## src/rtl/activation_scheduler.sv

```systemverilog
// activation_scheduler
//
// Command-driven sequencer for the activation buffer bank. It accepts one layer
// command, then issues one start pulse per tile. Tile completion is tracked on
// activation_in_valid[0]: lane 0 streams last, because start ripples down from
// last_row. A one-cycle done pulse ends every command. err is sticky until the
// next accepted command and is set when a tile never produces valid data.
//
// Parameters
//   ADDR_W      width of addr_start and of the address arithmetic (wraps silently)
//   BATCH_W     width of batch
//   GAP_CYCLES  idle cycles between the end of one tile and the next start (0 allowed)
//   TIMEOUT     cycles allowed in WAIT_FIRST before the command is aborted (>= 1)
//
// Ports
//   clk, resetn           clock, asynchronous active-low reset
//   cmd_valid/cmd_ready   command handshake; cmd_ready is high only while idle
//   cmd_base, cmd_stride  tile 0 address and per-tile address increment
//   cmd_last_row          highest active lane, forwarded as last_row
//   cmd_batch             batch forwarded to the buffers
//   cmd_tiles             number of tiles (0 completes immediately)
//   hold                  downstream stall, only blocks issuing a start
//   activation_in_valid   per-lane valid from the buffer bank (bit 0 only)
//   start                 one-cycle start pulse per tile
//   last_row, addr_start, batch   registered tile parameters
//   busy, tile_idx        status
//   done, err             completion pulse and sticky timeout flag

module activation_scheduler #(
  parameter int unsigned ADDR_W     = 11,
  parameter int unsigned BATCH_W    = 6,
  parameter int unsigned GAP_CYCLES = 2,
  parameter int unsigned TIMEOUT    = 1024
) (
  input  logic               clk,
  input  logic               resetn,
  input  logic               cmd_valid,
  output logic               cmd_ready,
  input  logic [ADDR_W-1:0]  cmd_base,
  input  logic [ADDR_W-1:0]  cmd_stride,
  input  logic [4:0]         cmd_last_row,
  input  logic [BATCH_W-1:0] cmd_batch,
  input  logic [7:0]         cmd_tiles,
  input  logic               hold,
  input  logic [31:0]        activation_in_valid,
  output logic               start,
  output logic [4:0]         last_row,
  output logic [ADDR_W-1:0]  addr_start,
  output logic [BATCH_W-1:0] batch,
  output logic               busy,
  output logic [7:0]         tile_idx,
  output logic               done,
  output logic               err
);

  localparam int unsigned ToW  = $clog2(TIMEOUT + 1);
  localparam int unsigned GapW = (GAP_CYCLES > 1) ? $clog2(GAP_CYCLES) : 1;

  typedef enum logic [2:0] {
    StIdle,
    StIssue,
    StWaitFirst,
    StWaitDrain,
    StGap,
    StDone
  } state_e;

  state_e state_q, state_d;

  logic [ToW-1:0]     to_cnt_q, to_cnt_d;
  logic [GapW-1:0]    gap_cnt_q, gap_cnt_d;
  logic [7:0]         tiles_q, tiles_d;
  logic [ADDR_W-1:0]  stride_q, stride_d;
  logic [ADDR_W-1:0]  addr_q, addr_d;
  logic [4:0]         last_row_q, last_row_d;
  logic [BATCH_W-1:0] batch_q, batch_d;
  logic [7:0]         tile_idx_q, tile_idx_d;
  logic               start_q, start_d;
  logic               done_q, done_d;
  logic               err_q, err_d;

  logic valid0;
  logic last_tile;
  logic to_expired;
  logic gap_expired;

  // Only lane 0 matters; the remaining lanes are deliberately ignored.
  logic unused_valid_hi;
  assign unused_valid_hi = ^activation_in_valid[31:1];

  assign valid0      = activation_in_valid[0];
  assign last_tile   = (tile_idx_q + 8'd1) == tiles_q;
  assign to_expired  = to_cnt_q == ToW'(TIMEOUT - 1);
  assign gap_expired = gap_cnt_q == GapW'(GAP_CYCLES - 1);

  always_comb begin
    state_d    = state_q;
    to_cnt_d   = to_cnt_q;
    gap_cnt_d  = gap_cnt_q;
    tiles_d    = tiles_q;
    stride_d   = stride_q;
    addr_d     = addr_q;
    last_row_d = last_row_q;
    batch_d    = batch_q;
    tile_idx_d = tile_idx_q;
    start_d    = 1'b0;
    done_d     = 1'b0;
    err_d      = err_q;

    unique case (state_q)
      StIdle: begin
        if (cmd_valid) begin
          tiles_d    = cmd_tiles;
          stride_d   = cmd_stride;
          addr_d     = cmd_base;
          last_row_d = cmd_last_row;
          batch_d    = cmd_batch;
          tile_idx_d = 8'd0;
          err_d      = 1'b0;
          state_d    = (cmd_tiles == 8'd0) ? StDone : StIssue;
        end
      end

      StIssue: begin
        if (!hold) begin
          start_d  = 1'b1;
          to_cnt_d = '0;
          state_d  = StWaitFirst;
        end
      end

      StWaitFirst: begin
        // valid wins over an expiring counter in the same cycle.
        if (valid0) begin
          state_d = StWaitDrain;
        end else if (to_expired) begin
          err_d   = 1'b1;
          state_d = StDone;
        end else begin
          to_cnt_d = to_cnt_q + ToW'(1);
        end
      end

      StWaitDrain: begin
        if (!valid0) begin
          if (last_tile) begin
            state_d = StDone;
          end else begin
            tile_idx_d = tile_idx_q + 8'd1;
            addr_d     = addr_q + stride_q;
            if (GAP_CYCLES == 0) begin
              state_d = StIssue;
            end else begin
              gap_cnt_d = '0;
              state_d   = StGap;
            end
          end
        end
      end

      StGap: begin
        if (gap_expired) begin
          state_d = StIssue;
        end else begin
          gap_cnt_d = gap_cnt_q + GapW'(1);
        end
      end

      StDone: begin
        // done is registered, so it is visible in the first idle cycle.
        done_d  = 1'b1;
        state_d = StIdle;
      end

      default: begin
        state_d = StIdle;
      end
    endcase
  end

  always_ff @(posedge clk or negedge resetn) begin
    if (!resetn) begin
      state_q    <= StIdle;
      to_cnt_q   <= '0;
      gap_cnt_q  <= '0;
      tiles_q    <= '0;
      stride_q   <= '0;
      addr_q     <= '0;
      last_row_q <= '0;
      batch_q    <= '0;
      tile_idx_q <= '0;
      start_q    <= 1'b0;
      done_q     <= 1'b0;
      err_q      <= 1'b0;
    end else begin
      state_q    <= state_d;
      to_cnt_q   <= to_cnt_d;
      gap_cnt_q  <= gap_cnt_d;
      tiles_q    <= tiles_d;
      stride_q   <= stride_d;
      addr_q     <= addr_d;
      last_row_q <= last_row_d;
      batch_q    <= batch_d;
      tile_idx_q <= tile_idx_d;
      start_q    <= start_d;
      done_q     <= done_d;
      err_q      <= err_d;
    end
  end

  assign cmd_ready  = state_q == StIdle;
  assign busy       = state_q != StIdle;
  assign start      = start_q;
  assign done       = done_q;
  assign err        = err_q;
  assign last_row   = last_row_q;
  assign addr_start = addr_q;
  assign batch      = batch_q;
  assign tile_idx   = tile_idx_q;

  // Pulses never stretch, and a start always belongs to an accepted command.
  a_start_pulse : assert property (@(posedge clk) disable iff (!resetn) start |=> !start);
  a_done_pulse  : assert property (@(posedge clk) disable iff (!resetn) done |=> !done);
  a_start_busy  : assert property (@(posedge clk) disable iff (!resetn) start |-> busy);

endmodule

```

## config.mk

```make
export PLATFORM = sky130hd
export DESIGN_NAME = activation_scheduler
export DESIGN_NICKNAME = d
export VERILOG_FILES = /design/src/rtl/activation_scheduler.sv
export SDC_FILE = /design/constraint.sdc
export NUM_CORES = 1
export LEC_CHECK = 0
export ABC_CLOCK_PERIOD_IN_PS = 2340
export BUFFER_PORTS_ARGS = -buffer_cell sky130_fd_sc_hd__buf_4
export CORE_MARGIN = 1
export CORE_UTILIZATION = 26
export DETAILED_ROUTE_END_ITERATION = 16
export SYNTH_ARGS = -nofsm -noshare
export SYNTH_HDL_FRONTEND = slang
export SYNTH_SLANG_ARGS = --single-unit
```

## constraint.sdc

```tcl
create_clock -name clk -period 2.34 [get_ports clk]
set_input_delay 0 -clock clk [delete_from_list [all_inputs] [get_ports clk]]
set_output_delay 0 -clock clk [all_outputs]
set_load 0.005 [all_outputs]
```

* Yosys cells after proc, flatten, opt, wreduce, memory -nomap -nowiden
Cells that the tools add are included.
Storage, ports and cells: register bits after elaboration 67, input port bits 77, output and inout port bits 35, logic and storage cells 77
Operators by class: add/sub/neg operators 4, equality and inequality tests 16, muxes and demuxes 32, reductions and logical operators 13
Operators with widths (number):
- 11-bit 2-to-1 mux | 6
- 11-bit case mux with 2 select lines | 2
- 8-bit 2-to-1 mux | 3
- 3-bit 2-to-1 mux | 7
- 2-bit inequality test (second input constant) | 8
- 8-bit case mux with 2 select lines | 1
- 3-bit case mux with 5 select lines | 1
- 4-bit AND reduction | 3
- 11-bit by 1-bit adder with 11-bit output (second input constant) | 1
- 11-bit adder | 1
- 11-bit by 10-bit equality test with 1-bit output (second input constant) | 1
- 1-bit 2-to-1 mux | 10
- 8-bit by 1-bit adder with 8-bit output (second input constant) | 1
- 8-bit equality test | 1
- 8-bit logical NOT | 1
- 2-bit nonzero test | 4
- 3-bit by 2-bit equality test with 1-bit output (second input constant) | 2
- 3-bit equality test (second input constant) | 2
- 5-bit AND reduction | 1
- 1-bit case mux with 2 select lines | 2
- 3-bit by 1-bit equality test with 1-bit output (second input constant) | 1
- 3-bit logical NOT | 1
- 3-bit inequality test (second input constant) | 1
- 3-bit AND reduction | 1
- other kinds (3) | 3

* Depth between registers and ports, before layout
Gate-level depths: netlist of run 1.
depth after elaboration 5, depth in mapped cells 9, depth with buffers taken out 8

* Worst setup path before layout of run 1
No wires, ideal clock.
path kind reg2reg, start register addr_q[0], in the netlist addr_start[0], end register addr_q[8], in the netlist addr_start[8], library setup time 0.125 ns, data arrival time 2.414 ns, required time 2.215 ns, slack -0.199 ns, stages on the path, launching flop included 9, path buffers 0, period minus slack after synthesis 2.539 ns, cells stage by stage dfrtp_1 ha_1 fa_1 a211oi_1 o21bai_1 a2111oi_0 o21ba_2 o31ai_1 mux2_2
On the way: cells in the longest elaborated chain, start to end 4
Ends and longest elaborated chain:
- start: declaration | line 74 | logic [ADDR_W-1:0] addr_q, addr_d;
- start signal: assignment | line 201 | addr_q <= addr_d;
- 11-bit adder | line 150 | addr_d = addr_q + stride_q;
- 11-bit 2-to-1 mux | line 146 | if (last_tile) begin
- 11-bit 2-to-1 mux | line 145 | if (!valid0) begin
- 11-bit case mux with 2 select lines | line 110 | unique case (state_q)
No other way between the ends. The select of a mux whose other input is x is not followed. A chain may end at the register's enable or synchronous reset.

* Final worst setup path of run 1
Ends and elaborated chain as after synthesis.

==> out/metrics.yaml, run 1 <==
status:
  status: "finished, violations left"
  violations: "negative setup slack"
yosys:
  synth_commonest_cells: "dfrtp_1, mux2_2, nand2_1"
  postSynthAreaPerCell_um2: 10.45
  yosysMostFrequentCell: "dfrtp_1"
  yosysUniqueCellTypes: 62
  yosysTopAreaCellShare_pct: 45.33
  synth_fp_nets: 444
  ys_seq_area_share_pct: 45.33
  syn_area_um2: 3699
  synth_edf_count: 0
  ys_ff_latch: 67
  synth_ff_type: "dfrtp_1"
  yosys-top-cells-area: "dfrtp_1, mux2_2, ha_1"
  synth_cells: 354
  synthArstFlopShare_pct: 100.0
  synth_area_leader_cell: "dfrtp_1"
  yosysWarnings: 0
clock_tree:
  clkLatencyLatePin_ns: 0.33
  htree_levels: 3
  path_clk_slew_ns: 0.06
  cts_made_buffers: 9
  cts_tree: "yes"
  clock-sinks: 67
  cts_root_buf: "clkbuf_16"
  clockBufferDepth: 2
routing:
  wl_per_cell_um: 14.92
  dr.pass1.iters: 6
  routed_via_density: 4.803
  wl_met1_mm: 4.405
  met2WireLength_mm: 5.018
  top_layer_used: "met4"
  wirelength_mm: 9.924
  detail-route-antenna-nets: 0
  drtIter0Drc: 75
  wl_met3_um: 282
  drc_errors: 0
  vias: 3194
layout:
  drive_gt1_share_pct: 34.85
  final_util_pct: 38.36
  syn2layout_area_growth_pct: 43.98
  final_cells: 665
  finalNetCount: 572
  diodes: 0
floorplan:
  io_pins: 112
  core_um2: 13880
  fp.dieW_um: 121.3
  row_count: 43
  die_h_um: 121.3
  die-area_um2: 14710
  start_util_pct: 26.65
critical_path:
  cp.arrival_ns: 2.57
  crit_path_max_fanout: 3
  required_ns: 2.56
  end_kind: "flop"
  start_kind: "flop"
  worst-setup-path-type: "reg -> reg"
timing:
  setup-violations-final: 1
  rsz0062_at_grt: "true"
  finalHoldViolCount: 0
  clock.fmax_ghz: 0.4258
  finalCritPeriodShare_pct: 100.4
  holdWs_ns: 0.01477
  slew-limit-headroom_pct: 41.32
  tightest_slew_ns: 0.8802
  finClkSkew_ns: 0.007117
  finalSetupTns_ns: -0.008697
  setup_ws_ns: -0.008697
  drv_slew: 0
  period_needed_ns: 2.349
global_routing:
  grt_first_pass_wirelength_mm: 16.10
  grt_pass1_vias: 3276
  antenna_found_initial: 0
  grt_usage_pct: 14.24
  grt.overflow.total: 0
  grt_max_degree: 68
run:
  maxCapViolCount: 0
power:
  p_int_uw: 4418
  peakVddDrop_mv: 0.7256
  leakagePower_uw: 0.002378
  clockPowerShare_pct: 19.7
  combinationalPowerShare_pct: 52.3
  p_per_area_nw_per_um2: 1324
  total_power_uw: 7049
  switching_share_pct: 37.33
  p_switching_uw: 2631
  pwr-share-seq_pct: 28.0
place:
  hpwl_mm: 6.729
  place_inst: 610
  port_buffers: 80
  gp_congestion: 0.8150
worst_hold_path:
  hold_class: "in -> reg"
-- power groups by stage --
stage	logic (uW)	clock network [uW]	registers, uW
floorplan	2310	0	1910
global placement	3280	0	1980
detailed placement	3360	0	1990
CTS	3530	1420	1980
global route	4070	1470	2040
finish	3680	1390	1980
-- worst max-delay path, cell delays in order, from the launching register on --
cell and delay, ns:
dfrtp_1 0.40, ha_2 0.20, fa_2 0.39, a211oi_4 0.25, o21bai_1 0.12, a2111oi_2 0.36
o21ba_2 0.18, o31ai_1 0.07, mux2_2 0.27
-- worst paths after layout --
kind                            depth (start not counted)     startpoint            end  slack (ns)
max in group asynchronous                               2         resetn       batch[3]        1.43
min in group asynchronous                               2         resetn  addr_start[8]        0.33
worst max register to register                          8  addr_start[0]  addr_start[8]      -0.009
worst max-delay path                                    8  addr_start[0]  addr_start[8]      -0.009
worst min register to register                          1      gap_cnt_q     state_q[2]        0.50
worst min-delay path                                    4    cmd_base[3]  addr_start[3]        0.01
-- through the flow --
stage	cell area [um2]	worst slack, ns
6_report	5325	-0.008697
2_1_floorplan	3719	0.01175
4_1_cts	5269	-0.07516
3_3_place_gp	4577	-0.04180
3_5_place_dp	4577	-0.09160
5_1_grt	5325	-0.1149
-- timing repair --
action,CTS,global route
buffers inserted,4,3
hold buffers,35,0
pin swaps,7,9
resized for setup,4,10
endpoints found under the setup margin,6,11
hold endpoints to repair,101,0
-- metal layers --
| metal | up-vias | track usage (%) |
|---|---|---|
| li1 | 1558 | - |
| met1 | 1575 | 17.32 |
| met2 | 48 | 24.07 |
| met3 | 13 | 2.726 |
| met4 | 0 | 6.867 |
| met5 | - | 0 |
-- flip-flops by register name, summed over array words and instances (netlist names) --
| signal | flops |
|---|---|
| last_row | 5 |
| done | 1 |
| stride_q | 11 |
| addr_start | 11 |
| state_q | 3 |
| tiles_q | 8 |
| err | 1 |
| to_cnt_q | 11 |
| batch | 6 |
| start | 1 |
| gap_cnt_q | 1 |
| tile_idx | 8 |
-- cell families after synthesis --
| kind of cell | share of synthesized area, % |
|---|---|
| AOI/OAI and AO/OA | 15.22 |
| xor gates and xnor gates | 5.751 |
| adders and majority gates | 4.601 |
| buffers and inverters | 3.078 |
| DFF | 45.33 |
| muxes | 11.74 |
| and+or+nand+nor | 14.28 |
-- cell usage in the layout, fill, tap and decap left out, types with 3 or more instances in the layout --
cell type and instances:
o21a_1 3, nand2_1 31, o31ai_1 3, xor2_1 6, o21ai_1 3, dfrtp_1 67
buf_4 95, o211ai_1 3, mux2i_1 4, ha_1 11, nor3b_1 5, a31oi_1 5
dlygate4sd3_1 35, mux2_2 35, nand3_1 10, or3_1 5, a21o_1 3, clkbuf_16 9
a21oi_1 17, nor3_1 3, a211oi_1 3, inv_1 9, xnor2_1 13, and3_1 6
clkbuf_8 3, nor4_1 4, o21ai_0 20, nor2_1 21
-- layout make-up --
type / instances / area, um2
clock buffer: 12 / 266.5
clock inverter: 2 / 35.03
fill: 1362 / 8556
inverter: 11 / 41.29
multi-input combinational: 261 / 1977
sequential: 67 / 1677
tap: 180 / 225.2
timing repair buffer: 132 / 1104
Note: power is estimated with default switching activity, not from simulation.
==> inputs of run 2 (changes only) <==
CORE_ASPECT_RATIO = 1.2   (was default)
PLACE_DENSITY = 0.57   (was default)
==> run 2 against run 1 <==
Net effect:
- the run now ends clean
- sequential share of layout area fell by 0.44 points
- critical path depth did not move
- design area up 1.4%
- power up 0.54%
- via count grew 0.59%
- clock skew down 0.0011 ns
- final cell count rose by 0.60%
==> out/metrics.yaml, run 2 (synthesis gave the netlist of run 1 again) <==
place:
  hpwl_mm: 6.840  # +1.6%
  port_buffers: 80  # unchanged
  post-place-ws_ns: -0.09104  # +0.0005631 ns
  gp_congestion: 0.8305  # +1.9%
floorplan:
  io_pins: 112  # unchanged
  fp.dieW_um: 110.9  # -8.6%
  die_h_um: 132.7  # +9.4%
  core_um2: 13820  # -0.44%
  start_util_pct: 26.76  # +0.12 points
  row_count: 47  # +9.3%
  die-area_um2: 14710  # about the same
global_routing:
  use_met3_pct: 2.290  # -0.44 points
  grt_usage_pct: 14.11  # -0.13 points
  grt_max_degree: 68  # unchanged
  grt_use_met2_pct: 23.81  # -0.26 points
  grt-busiest-layer: "met2"
  grt_pass1_vias: 3192  # -2.6%
  antenna_found_initial: 0  # unchanged
  grt.overflow.total: 0  # unchanged
  grt_util_met1_pct: 16.91  # -0.41 points
  grt_first_pass_wirelength_mm: 16.16  # +0.39%
clock_tree:
  cts_made_buffers: 9  # unchanged
  path_clk_slew_ns: 0.06  # about the same
  clkLatencyLatePin_ns: 0.34  # about the same
  clockBufferDepth: 2  # unchanged
  clock-sinks: 67  # unchanged
  cts_root_buf: "clkbuf_16"
  cts_tree: "yes"
  htree_levels: 3  # unchanged
worst_hold_path:
  hold_class: "in -> reg"
routing:
  vias: 3213  # +0.59%
  detail-route-antenna-nets: 0  # unchanged
  routed_via_density: 4.803  # about the same
  drtIter0Drc: 74  # -1.3%
  dr.pass1.iters: 4  # -2
  drc_errors: 0  # unchanged
  wirelength_mm: 9.986  # +0.62%
  wl_per_cell_um: 14.93  # about the same
power:
  peakVddDrop_mv: 0.6381  # -12%
  total_power_uw: 7087  # +0.54%
  p_per_area_nw_per_um2: 1312  # -0.88%
  leakagePower_uw: 0.002425  # +2.0%
timing:
  finalCritPeriodShare_pct: 97.82  # -2.6 points
  setup-violations-final: 0  # -1
  period_needed_ns: 2.289  # -0.05974 ns
  drv_slew: 0  # unchanged
  setup_ws_ns: 0.05104  # +0.05974 ns
  finalHoldViolCount: 0  # unchanged
  holdWs_ns: 0.02065  # +0.005873 ns
  tightest_slew_ns: 0.8796  # -0.0005493 ns
  clock.fmax_ghz: 0.4369  # +2.6%
  rsz0062_at_grt: "true"
  slew-limit-headroom_pct: 41.36  # about the same
  finClkSkew_ns: 0.006042  # -0.001075 ns
critical_path:
  cp_top_family: "compound AO/OA/AOI/OAI gates"
  slowest_stage: "dfrtp_1"
  required_ns: 2.57  # about the same
  worst-setup-path-type: "reg -> reg"
  end_kind: "flop"
  start_kind: "flop"
  crit_path_max_incr_delay_ns: 0.38  # -0.02 ns
  crit_path_max_fanout: 3  # unchanged
  cp_num_buf_inv: 0  # unchanged
  cp.arrival_ns: 2.52  # -0.05 ns
  path_cells: "ha_2, fa_2, a211oi_4, o21bai_2, a2111oi_4, o21ba_2, o31ai_1, mux2_2"
layout:
  syn2layout_area_growth_pct: 46.04
  mostFrequentLayoutCell: "buf_4"
  diodes: 0  # unchanged
  regArea_um2: 1677  # unchanged
  finalNetCount: 583  # +1.9%
  drive_gt1_share_pct: 35.54  # +0.70 points
  layout_common_cells: "buf_4, dfrtp_1, dlygate4sd3_1"
  multi_input_area_um2: 1978  # about the same
  n_fill_cell: 1332  # -2.2%
run:
  maxCapViolCount: 0  # unchanged
status:
  status: "complete, no violations"
[run 2: cell types whose count changed in the layout (fill, tap and decap cells not counted), moves of 2 or more]
| cell | change |
|---|---|
| a2111oi_2 | -2 |
| buf_4 | +7 |
| clkinv_2 | +3 |
| dlygate4sd3_1 | +3 |
[run 2: final cells by class]
class / instances / share of cell area (%)
clock buffer: 11 / 4.679
clock inverter: 5 / 0.5096
inverter: 11 / 0.7644
multi-input combinational: 261 / 36.62
sequential: 67 / 31.04
tap: 171 / 3.961
timing repair buffer: 143 / 22.42
[run 2: repair_timing]
item | CTS | global route
pin swaps | 5 | 12
hold endpoints to repair | 104 | 0
setup buffers | 1 | 7
setup endpoints to repair | 2 | 14
hold buffers | 38 | 0
gates cloned | 0 | 1
resized for setup | 3 | 6
[run 2: layer usage]
metal / vias to the layer above / share of wire [%]
met4: 0 / 2.9
li1: 1566 / -
met3: 18 / 3.2
met2: 77 / 50
met1: 1552 / 44
met5: - / 0
[run 2: worst paths after layout]
path                                      end  slack (ns)         from  cells past startpoint
worst min-delay path            addr_start[8]        0.02  cmd_base[8]                      4
min in group asynchronous         to_cnt_q[7]        0.33       resetn                      2
worst min register to register            err        0.50          err                      2
max in group asynchronous         tile_idx[0]        1.45       resetn                      2
worst max-delay path            addr_start[8]        0.05  stride_q[0]                      8
worst max register to register  addr_start[8]        0.05  stride_q[0]                      8
[run 2: where the power goes]
| group | internal, uW | switching, uW |
|---|---|---|
| Sequential | 1620 | 364 |
| Combinational | 2040 | 1780 |
| Clock | 766 | 516 |
[run 2: tightest hold or removal path, delay by kind of cell]
| kind | cells | cell delay (ns) |
|---|---|---|
| AO/OA/AOI/OAI | 1 | 0.06 |
| buffers and inverters | 1 | 0.09 |
| multiplexers | 1 | 0.14 |
| AND/OR/NAND/NOR | 1 | 0.05 |
[run 2: per-stage QoR]
stage,setup TNS [ns],instances,util (%),instance area [um2]
6_report,0,669,39.09,5401
5_1_grt,-0.1035,669,39.09,5401
4_1_cts,-0.07717,661,38.23,5283
3_5_place_dp,-0.1741,606,33.32,4604
3_3_place_gp,-0.1033,606,33.32,4604
2_1_floorplan,0,354,-,3719
